File: src/rtl/gate_event_logger_pkg.sv
// gate_event_pkg: shared widths, bit positions, event record and status states
// for gate_event_logger.
package gate_event_pkg;

    localparam int VEC_W    = 5;
    localparam int DEF_TS_W = 8;

    localparam int T_BIT = 4;
    localparam int N_BIT = 3;
    localparam int R_BIT = 2;
    localparam int K_BIT = 1;
    localparam int M_BIT = 0;

    typedef struct packed {
        logic [VEC_W-1:0]    vec;
        logic [DEF_TS_W-1:0] ts;
    } event_t;

    typedef enum logic [1:0] {
        IDLE,
        RUN,
        FULL,
        DRAIN
    } state_t;

endpackage

File: src/rtl/gate_event_logger_fifo.sv
// gate_event_fifo: synchronous first-word-fall-through FIFO; the head entry is
// presented on dout the cycle after it is written.
module gate_event_fifo #(
    parameter int DEPTH = 8,
    parameter int WIDTH = 13
) (
    input  logic             clk,
    input  logic             rst,
    input  logic             push,
    input  logic [WIDTH-1:0] din,
    output logic             full,
    input  logic             pop,
    output logic [WIDTH-1:0] dout,
    output logic             empty
);

    localparam int AW = $clog2(DEPTH);

    logic [WIDTH-1:0] mem_q [DEPTH];
    logic [AW:0]      wr_q, wr_d;
    logic [AW:0]      rd_q, rd_d;
    logic             do_push;
    logic             do_pop;

    // Extra wrap bit distinguishes full from empty when the indices match.
    assign empty   = (wr_q == rd_q);
    assign full    = (wr_q[AW] != rd_q[AW]) && (wr_q[AW-1:0] == rd_q[AW-1:0]);
    assign do_pop  = pop && !empty;
    assign do_push = push && (!full || do_pop);
    assign dout    = mem_q[rd_q[AW-1:0]];

    always_comb begin
        wr_d = wr_q;
        rd_d = rd_q;
        if (do_push) wr_d = wr_q + (AW+1)'(1);
        if (do_pop)  rd_d = rd_q + (AW+1)'(1);
    end

    always_ff @(posedge clk) begin
        if (rst) begin
            wr_q <= '0;
            rd_q <= '0;
        end else begin
            wr_q <= wr_d;
            rd_q <= rd_d;
        end
    end

    always_ff @(posedge clk) begin
        if (do_push) mem_q[wr_q[AW-1:0]] <= din;
    end

endmodule

File: src/rtl/gate_event_logger.sv
// gate_event_logger: samples {t,n,r,k,m}, queues timestamped changes and counts
// t rising edges. Define GATE_EVENT_LOGGER_FILTER_EN to require two matching samples.
module gate_event_logger
    import gate_event_pkg::*;
#(
    parameter int DEPTH = 8,
    parameter int TS_W  = 8,
    parameter int CNT_W = 16
) (
    input  logic             clk,
    input  logic             rst,
    input  logic             en,
    input  logic             t,
    input  logic             n,
    input  logic             r,
    input  logic             k,
    input  logic             m,
    output logic             ev_valid,
    input  logic             ev_ready,
    output logic [VEC_W-1:0] ev_data,
    output logic [TS_W-1:0]  ev_ts,
    output logic [CNT_W-1:0] t_rise_cnt,
    output logic             ovf
);

    logic [VEC_W-1:0]      vec;
    logic [VEC_W-1:0]      s_q, s_d;
    logic [TS_W-1:0]       ts_q, ts_d;
    logic [CNT_W-1:0]      cnt_q, cnt_d;
    logic                  ovf_q, ovf_d;
    state_t                state_q, state_d;
    logic                  accept;
    logic                  pop;
    logic                  fifo_full;
    logic                  fifo_empty;
    logic [VEC_W+TS_W-1:0] fifo_dout;
`ifdef GATE_EVENT_LOGGER_FILTER_EN
    logic [VEC_W-1:0]      cand_q, cand_d;
    logic                  cand_vld_q, cand_vld_d;
`endif

    assign vec = {t, n, r, k, m};
    assign pop = ev_ready && !fifo_empty;

    always_comb begin
        s_d    = s_q;
        cnt_d  = cnt_q;
        ovf_d  = ovf_q;
        ts_d   = ts_q + TS_W'(1);
        accept = 1'b0;
`ifdef GATE_EVENT_LOGGER_FILTER_EN
        cand_d     = cand_q;
        cand_vld_d = 1'b0;
        if (en && (vec != s_q)) begin
            if (cand_vld_q && (vec == cand_q)) begin
                accept = 1'b1;
            end else begin
                cand_d     = vec;
                cand_vld_d = 1'b1;
            end
        end
`else
        accept = en && (vec != s_q);
`endif
        // The sample register tracks accepted vectors even when the FIFO drops them.
        if (accept) begin
            s_d = vec;
            if (vec[T_BIT] && !s_q[T_BIT] && (cnt_q != '1)) cnt_d = cnt_q + CNT_W'(1);
            if (fifo_full && !pop) ovf_d = 1'b1;
        end
    end

    always_comb begin
        state_d = state_q;
        if (fifo_full)       state_d = FULL;
        else if (en)         state_d = RUN;
        else if (fifo_empty) state_d = IDLE;
        else                 state_d = DRAIN;
    end

    always_ff @(posedge clk) begin
        if (rst) begin
            s_q     <= '0;
            ts_q    <= '0;
            cnt_q   <= '0;
            ovf_q   <= 1'b0;
            state_q <= IDLE;
        end else begin
            s_q     <= s_d;
            ts_q    <= ts_d;
            cnt_q   <= cnt_d;
            ovf_q   <= ovf_d;
            state_q <= state_d;
        end
    end

`ifdef GATE_EVENT_LOGGER_FILTER_EN
    always_ff @(posedge clk) begin
        if (rst) begin
            cand_q     <= '0;
            cand_vld_q <= 1'b0;
        end else begin
            cand_q     <= cand_d;
            cand_vld_q <= cand_vld_d;
        end
    end
`endif

    gate_event_fifo #(
        .DEPTH (DEPTH),
        .WIDTH (VEC_W + TS_W)
    ) u_fifo (
        .clk   (clk),
        .rst   (rst),
        .push  (accept),
        .din   ({vec, ts_q}),
        .full  (fifo_full),
        .pop   (pop),
        .dout  (fifo_dout),
        .empty (fifo_empty)
    );

    assign ev_valid          = !fifo_empty;
    assign {ev_data, ev_ts}  = fifo_empty ? '0 : fifo_dout;
    assign t_rise_cnt        = cnt_q;
    assign ovf               = ovf_q;

endmodule

File: config.mk
export PLATFORM = sky130hd
export DESIGN_NAME = gate_event_logger
export DESIGN_NICKNAME = d
export VERILOG_FILES = /design/src/rtl/gate_event_logger_pkg.sv /design/src/rtl/gate_event_logger_fifo.sv /design/src/rtl/gate_event_logger.sv
export SDC_FILE = /design/constraint.sdc
export NUM_CORES = 1
export LEC_CHECK = 0
export CAP_MARGIN = 20
export CORE_ASPECT_RATIO = 0.6
export CORE_MARGIN = 1.5
export CORE_UTILIZATION = 35
export CTS_CLUSTER_DIAMETER = 150
export DETAILED_ROUTE_END_ITERATION = 16
export PLACE_DENSITY = 0.52
export SETUP_SLACK_MARGIN = 0.02
export SYNTH_ARGS = -nofsm -noshare
export SYNTH_HDL_FRONTEND = slang
export SYNTH_SLANG_ARGS = --single-unit
File: constraint.sdc
create_clock -name clk -period 3.4 [get_ports clk]
set_clock_uncertainty 0.15 [all_clocks]
set_input_delay 0.68 -clock clk [delete_from_list [all_inputs] [get_ports clk]]
set_output_delay 0.68 -clock clk [all_outputs]
set_load 0.02 [all_outputs]
Yosys cells after proc, flatten, opt, wreduce, memory -nomap -nowiden
Memories as Yosys holds them, arrays and structs flattened. A register that Yosys moved wholly into a read port is not among the register bits. Cells that the tools add are included.

Muxes and demuxes: 5. Reductions and logical operators: 15. Equality and inequality tests: 5. Add/sub/neg operators: 4.

Operator list (count): adder 16 x 1 -> 16 bit, second input constant (1); inequality test 16 bit, second input constant (1); 2-to-1 mux 13 bit (1); adder 4 x 1 -> 4 bit, second input constant (2); adder 8 x 1 -> 8 bit, second input constant (1); logical AND 1 bit (8); 2-to-1 mux 3 bit (2); inequality test 5 bit (1); == test 4 bit (1); logical NOT 1 bit (4); AND reduction 2 bit (2); == test 3 bit (1); 2-to-1 mux 1 bit (2); logical OR 1 bit (1); inequality test 1 bit (1).

Register bits: 38. Input port bits: 9. Output and inout port bits: 31. Memories kept: 1. Memory bits (writable): 104.

Memory list: u_fifo.mem_q (depth 8, width 13, read ports 1, clocked after Yosys merged registers in 1, write ports 1, RTL line gate_event_logger_fifo.sv:19) `logic [WIDTH-1:0] mem_q [DEPTH];`.

Depth between registers and ports, before layout
Depth after elaboration: 8. Depth in mapped cells: 8. Depth with buffers taken out: 7.

Cells and area by module
Synthesis repeated with hierarchy kept, for this count alone.

Cells, all modules: 397. Area, all modules: 6065.8 um^2.

Modules (own cells, without submodules): gate_event_fifo (sequential area each 3343.2 um^2, times used 1, cells an instance 221, area each 4514.3 um^2); gate_event_logger (sequential area each 600.6 um^2, times used 1, cells an instance 176, area each 1551.5 um^2).

Least setup slack after synthesis
No wires, ideal clock.

Kind: input to register. Start point: in t. End point: mem u_fifo.mem_q[0][0], enable pin. Path slack: 0.196 ns. Path buffers: 0. Arrival time: 2.637 ns. Cell stages on the path: 5. Data required time: 2.833 ns. Cells stage by stage: ha_1 > nand2_1 > o21a_1 > nand2_1 > nor4_1.

Longest elaborated chain between the ends: 5.

Ends and longest elaborated chain: start: declaration (RTL line gate_event_logger.sv:13) `input logic t,`; inequality test 5 bit (RTL line gate_event_logger.sv:63) `accept = en && (vec != s_q);`; logical AND 1 bit (RTL line gate_event_logger.sv:63); logical AND 1 bit (RTL line gate_event_logger_fifo.sv:29) `assign do_push = push && (!full || do_pop);`; 2-to-1 mux 1 bit (RTL line gate_event_logger_fifo.sv:50) `if (do_push) mem_q[wr_q[AW-1:0]] <= din;`; 2-to-1 mux 1 bit (not written as such) (RTL line gate_event_logger_fifo.sv:50); end: declaration (RTL line gate_event_logger_fifo.sv:19).

No other way between the ends.

Final worst setup path
Start point: reg u_fifo.wr_q[0]. End point: out ev_valid.

Longest elaborated chain between the ends: 2.

Ends and longest elaborated chain: start: declaration (RTL line gate_event_logger_fifo.sv:20) `logic [AW:0] wr_q, wr_d;`; start signal: assignment (RTL line gate_event_logger_fifo.sv:44) `wr_q <= wr_d;`; == test 4 bit (RTL line gate_event_logger_fifo.sv:26) `assign empty = (wr_q == rd_q);`; logical NOT 1 bit (RTL line gate_event_logger.sv:123) `assign ev_valid = !fifo_empty;`; end: declaration (RTL line gate_event_logger.sv:18) `output logic ev_valid,`.

No other way between the ends.

==> results.yml <==
global_route:
  antenna_found_initial: 0
  grt_pass1_wl_microns: 20200
  largest_net_degree_at_the_start_of_global_routing: 45
  vias_in_the_first_global_route: 3405
  grt_total_ovfl: 0
  gr-usage-all-layers_pct: 15.6
cts:
  clock_path_buffers: 2
  cts-root-buf: "sky130_fd_sc_hd__clkbuf_16"
  worstSkewPairLatency_ps: 410
  clock_tree_from_tritoncts: "done"
  htree_num_levels: 4
  cts_sinks: 145
  post_cts.repair.setup_buffers: 0
  worst_setup_hold_path_clk_slew_ps: 60
  cts-buffers-inserted: 17
worst_setup_path:
  timing.critical_path.arrival_ps: 2380
  critical_path.cell_chain: "xnor2_1, nand3_1, nor2b_1, buf_4, inv_1, clkdlybuf4s50_1"
  critical-path-max-stage-delay_ps: 570
  criticalPathCategory: "reg2out"
  critical_path.max_fanout: 14
  critical_path.slowest_cell: "sky130_fd_sc_hd__clkdlybuf4s50_1"
  critical_path.endpoint_type: "output pin"
  worst-path-buf-inv: 3
  required_ps: 2570
  critPathLaunchType: "register"
  critical-path-top-delay-family: "buffers and inverters"
yosys:
  yosysSeqAreaShare_pct: 66.6
  yosys_most_used_dff: "sky130_fd_sc_hd__edfxtp_1"
  synthesis.instances: 390
  postSynthNetCount: 404
  synthesis.area_sq_um: 5920
  synthArstFlopShare_pct: 0
  ys_top_cells_by_count: "sky130_fd_sc_hd__edfxtp_1 (104), sky130_fd_sc_hd__dfxtp_1 (41), sky130_fd_sc_hd__nor2_1 (41), sky130_fd_sc_hd__mux4_2 (26), sky130_fd_sc_hd__nand3_1 (19)"
  yosys.area.top_type: "sky130_fd_sc_hd__edfxtp_1"
  synth_area_leaders: "sky130_fd_sc_hd__edfxtp_1 (53%), sky130_fd_sc_hd__dfxtp_1 (14%), sky130_fd_sc_hd__mux4_2 (9.9%), sky130_fd_sc_hd__mux2i_1 (2.9%), sky130_fd_sc_hd__nor2_1 (2.6%)"
  synth_enable_flop_cells: 104
  synth.most_common_cell: "sky130_fd_sc_hd__edfxtp_1"
  ys_types: 40
  synth_seq_cells: 145
  synth_top_cell_area_share_pct: 52.7
  synthesis.area_per_instance_sq_um: 15.2
  synth-warning-count: 0
sta:
  grt_setup_unrepaired: "no"
  setup_slack_ps: 192
  layout_min_cycle_time_ps: 3210
  maxSlewViolCount: 0
  final-setup-viol-count: 0
  layout_worst_path_cycle_share_pct: 94.4
  worst-slew-pin-transition_ps: 877
  sum_of_negative_setup_slack_ps: 0
  timing.slew.headroom_pct: 41.1
  finalHoldViolations: 0
  clock.fmax_ghz: 0.312
placement:
  dp_worst_setup_slack_ps: 382
  detailed_place_hpwl_microns: 8180
  placedInstanceArea_sq_um: 6740
  place_congestion: 0.739
  port-buffer-count: 39
routing:
  avgViaCountPerCell: 4.98
  detail_route.first_pass.iterations: 4
  average_wire_per_standard_cell_microns: 18.6
  overall_via_count_from_detail_route: 3452
  routed-wl-met3_microns: 584
  totalWireLength_microns: 12900
  first_iter_violations: 245
  met2WireLength_microns: 5470
  highest_layer: "met4"
  antenna_violating_nets_post_route: 0
  detail_route.wirelength.met1_microns: 6820
  detail_route.drc_violations: 0
finish:
  layout-area-overhead-vs-synth_pct: 23.4
  antenna_cells: 0
  final_util_pct: 44.6
  final_layout_size_suffix_gt1_share_pct: 20.9
  finish.instance_area_sq_um: 7310
  fill_cells: 1487
  finalNetCount: 466
power_and_ir_drop:
  power_density_nw_per_um2: 589
  pwr-share-clk_pct: 40.8
  share_seq_of_total_power_pct: 45.7
  internal_power_w: 0.00318
  maximum_vdd_drop_mv: 0.387
  switching_share_pct: 26.1
  comb_power_share_pct: 13.6
  total_power_w: 0.00430
  power.switching_w: 0.00113
  total_leakage_power_nw: 2.40
die:
  die-height_microns: 104
  design.core.area_sq_um: 16400
  floorplan.initialDensity_pct: 36.1
  die_width_microns: 171
  die-area_sq_um: 17700
  rows: 36
  top_level_ports: 40
run_status:
  status: "complete, no violations"
job:
  max_cap_viol_count: 0
hold_path:
  timing.hold.worst.class: "reg2reg"
## metrics by stage
stage	hold WS, ps	cells
3_5_place_dp	308	661
5_1_grt	337	693
6_report	321	693
4_1_cts	320	693
2_1_floorplan	286	390
3_3_place_gp	298	661
## placed cells by master, fill, tap and decap left out, drive strengths merged
| master | Yosys | layout |
|---|---|---|
| a21oi | 17 | 17 |
| a22oi | 1 | 1 |
| and3 | 3 | 3 |
| buf | 9 | 24 |
| clkbuf | 11 | 17 |
| clkdlybuf4s50 | 0 | 39 |
| clkinv | 0 | 5 |
| clkinvlp | 0 | 2 |
| dfxtp | 41 | 41 |
| edfxtp | 104 | 104 |
| ha | 5 | 5 |
| inv | 6 | 14 |
| mux2 | 5 | 5 |
| mux2i | 17 | 17 |
| mux4 | 26 | 26 |
| nand2 | 10 | 10 |
| nand2b | 3 | 3 |
| nand3 | 19 | 19 |
| nand4 | 3 | 3 |
| nor2 | 41 | 41 |
| nor2b | 6 | 6 |
| nor3 | 6 | 6 |
| nor4 | 4 | 4 |
| nor4b | 2 | 2 |
| o211ai | 1 | 1 |
| o21a | 1 | 1 |
| o21ai | 5 | 5 |
| o31ai | 8 | 8 |
| o41ai | 2 | 2 |
| or3 | 5 | 5 |
| or3b | 1 | 1 |
| or4 | 10 | 10 |
| or4b | 1 | 1 |
| xnor2 | 10 | 10 |
| xor2 | 7 | 7 |
## kinds of logic (layout without fill, tap and decap cells)
logic type / count (synthesis) / in the layout / share of synthesized area [%]
xor gates and xnor gates: 17 / 17 / 2.51
DFF: 145 / 145 / 66.6
adders and majority gates: 5 / 5 / 1.06
AOI/OAI and AO/OA: 35 / 35 / 3.63
and+or+nand+nor: 114 / 114 / 10.6
buffers and inverters: 26 / 101 / 1.88
muxes: 48 / 48 / 13.7
## metal layers
| metal | track usage, % | up-vias |
|---|---|---|
| met4 | 4.70 | 0 |
| li1 | - | 1637 |
| met3 | 3.94 | 4 |
| met2 | 21.1 | 62 |
| met5 | 0 | - |
| met1 | 24.2 | 1749 |
## state kept, by name (all words and copies together) (netlist names), named ones only
| name | cells |
|---|---|
| u_fifo.rd_q | 4 |
| u_fifo.wr_q | 4 |
| ts_q | 8 |
| ovf | 1 |
| s_q | 5 |
| t_rise_cnt | 16 |
| u_fifo.mem_q | 104 |
## layout make-up
class | count | area [sq um] | share of cell area [%]
clock buffer | 17 | 425 | 5.82
clock inverter | 15 | 143 | 1.95
inverter | 6 | 22.5 | 0.308
multi-input combinational | 219 | 1900 | 26.0
sequential | 145 | 3950 | 54.0
tap | 228 | 285 | 3.90
timing repair buffer | 63 | 583 | 7.98
## power groups by stage
stage	Sequential (W)	Clock [W]	Combinational (W)
after floorplan	0.00199	0	0.000365
after global placement	0.00200	0	0.000589
after detailed placement	0.00200	0	0.000593
after CTS	0.00196	0.00181	0.000594
after global routing	0.00197	0.00189	0.000635
final	0.00197	0.00176	0.000584
## final timing paths
path	startpoint	to	slack, ps	cells past startpoint
max	u_fifo.wr_q[0]$_SDFFE_PP0P_	ev_valid	190	6
min	s_q[4]$_SDFFE_PP0P_	s_q[4]$_SDFFE_PP0P_	320	2
max reg2reg	t_rise_cnt[0]$_SDFFE_PP0P_	t_rise_cnt[9]$_SDFFE_PP0P_	930	5
min reg2reg	s_q[4]$_SDFFE_PP0P_	s_q[4]$_SDFFE_PP0P_	320	2
## timing repair
item	CTS	global route
gates resized for setup	0	1
hold buffers	0	0
setup endpoints to repair	0	1
## worst min-delay path, cell delays in order, from the launching register on
cell and delay, ps:
sky130_fd_sc_hd__dfxtp_1 310, sky130_fd_sc_hd__nand2_1 60, sky130_fd_sc_hd__a21oi_1 50
Power figures use the tool's default switching activity.
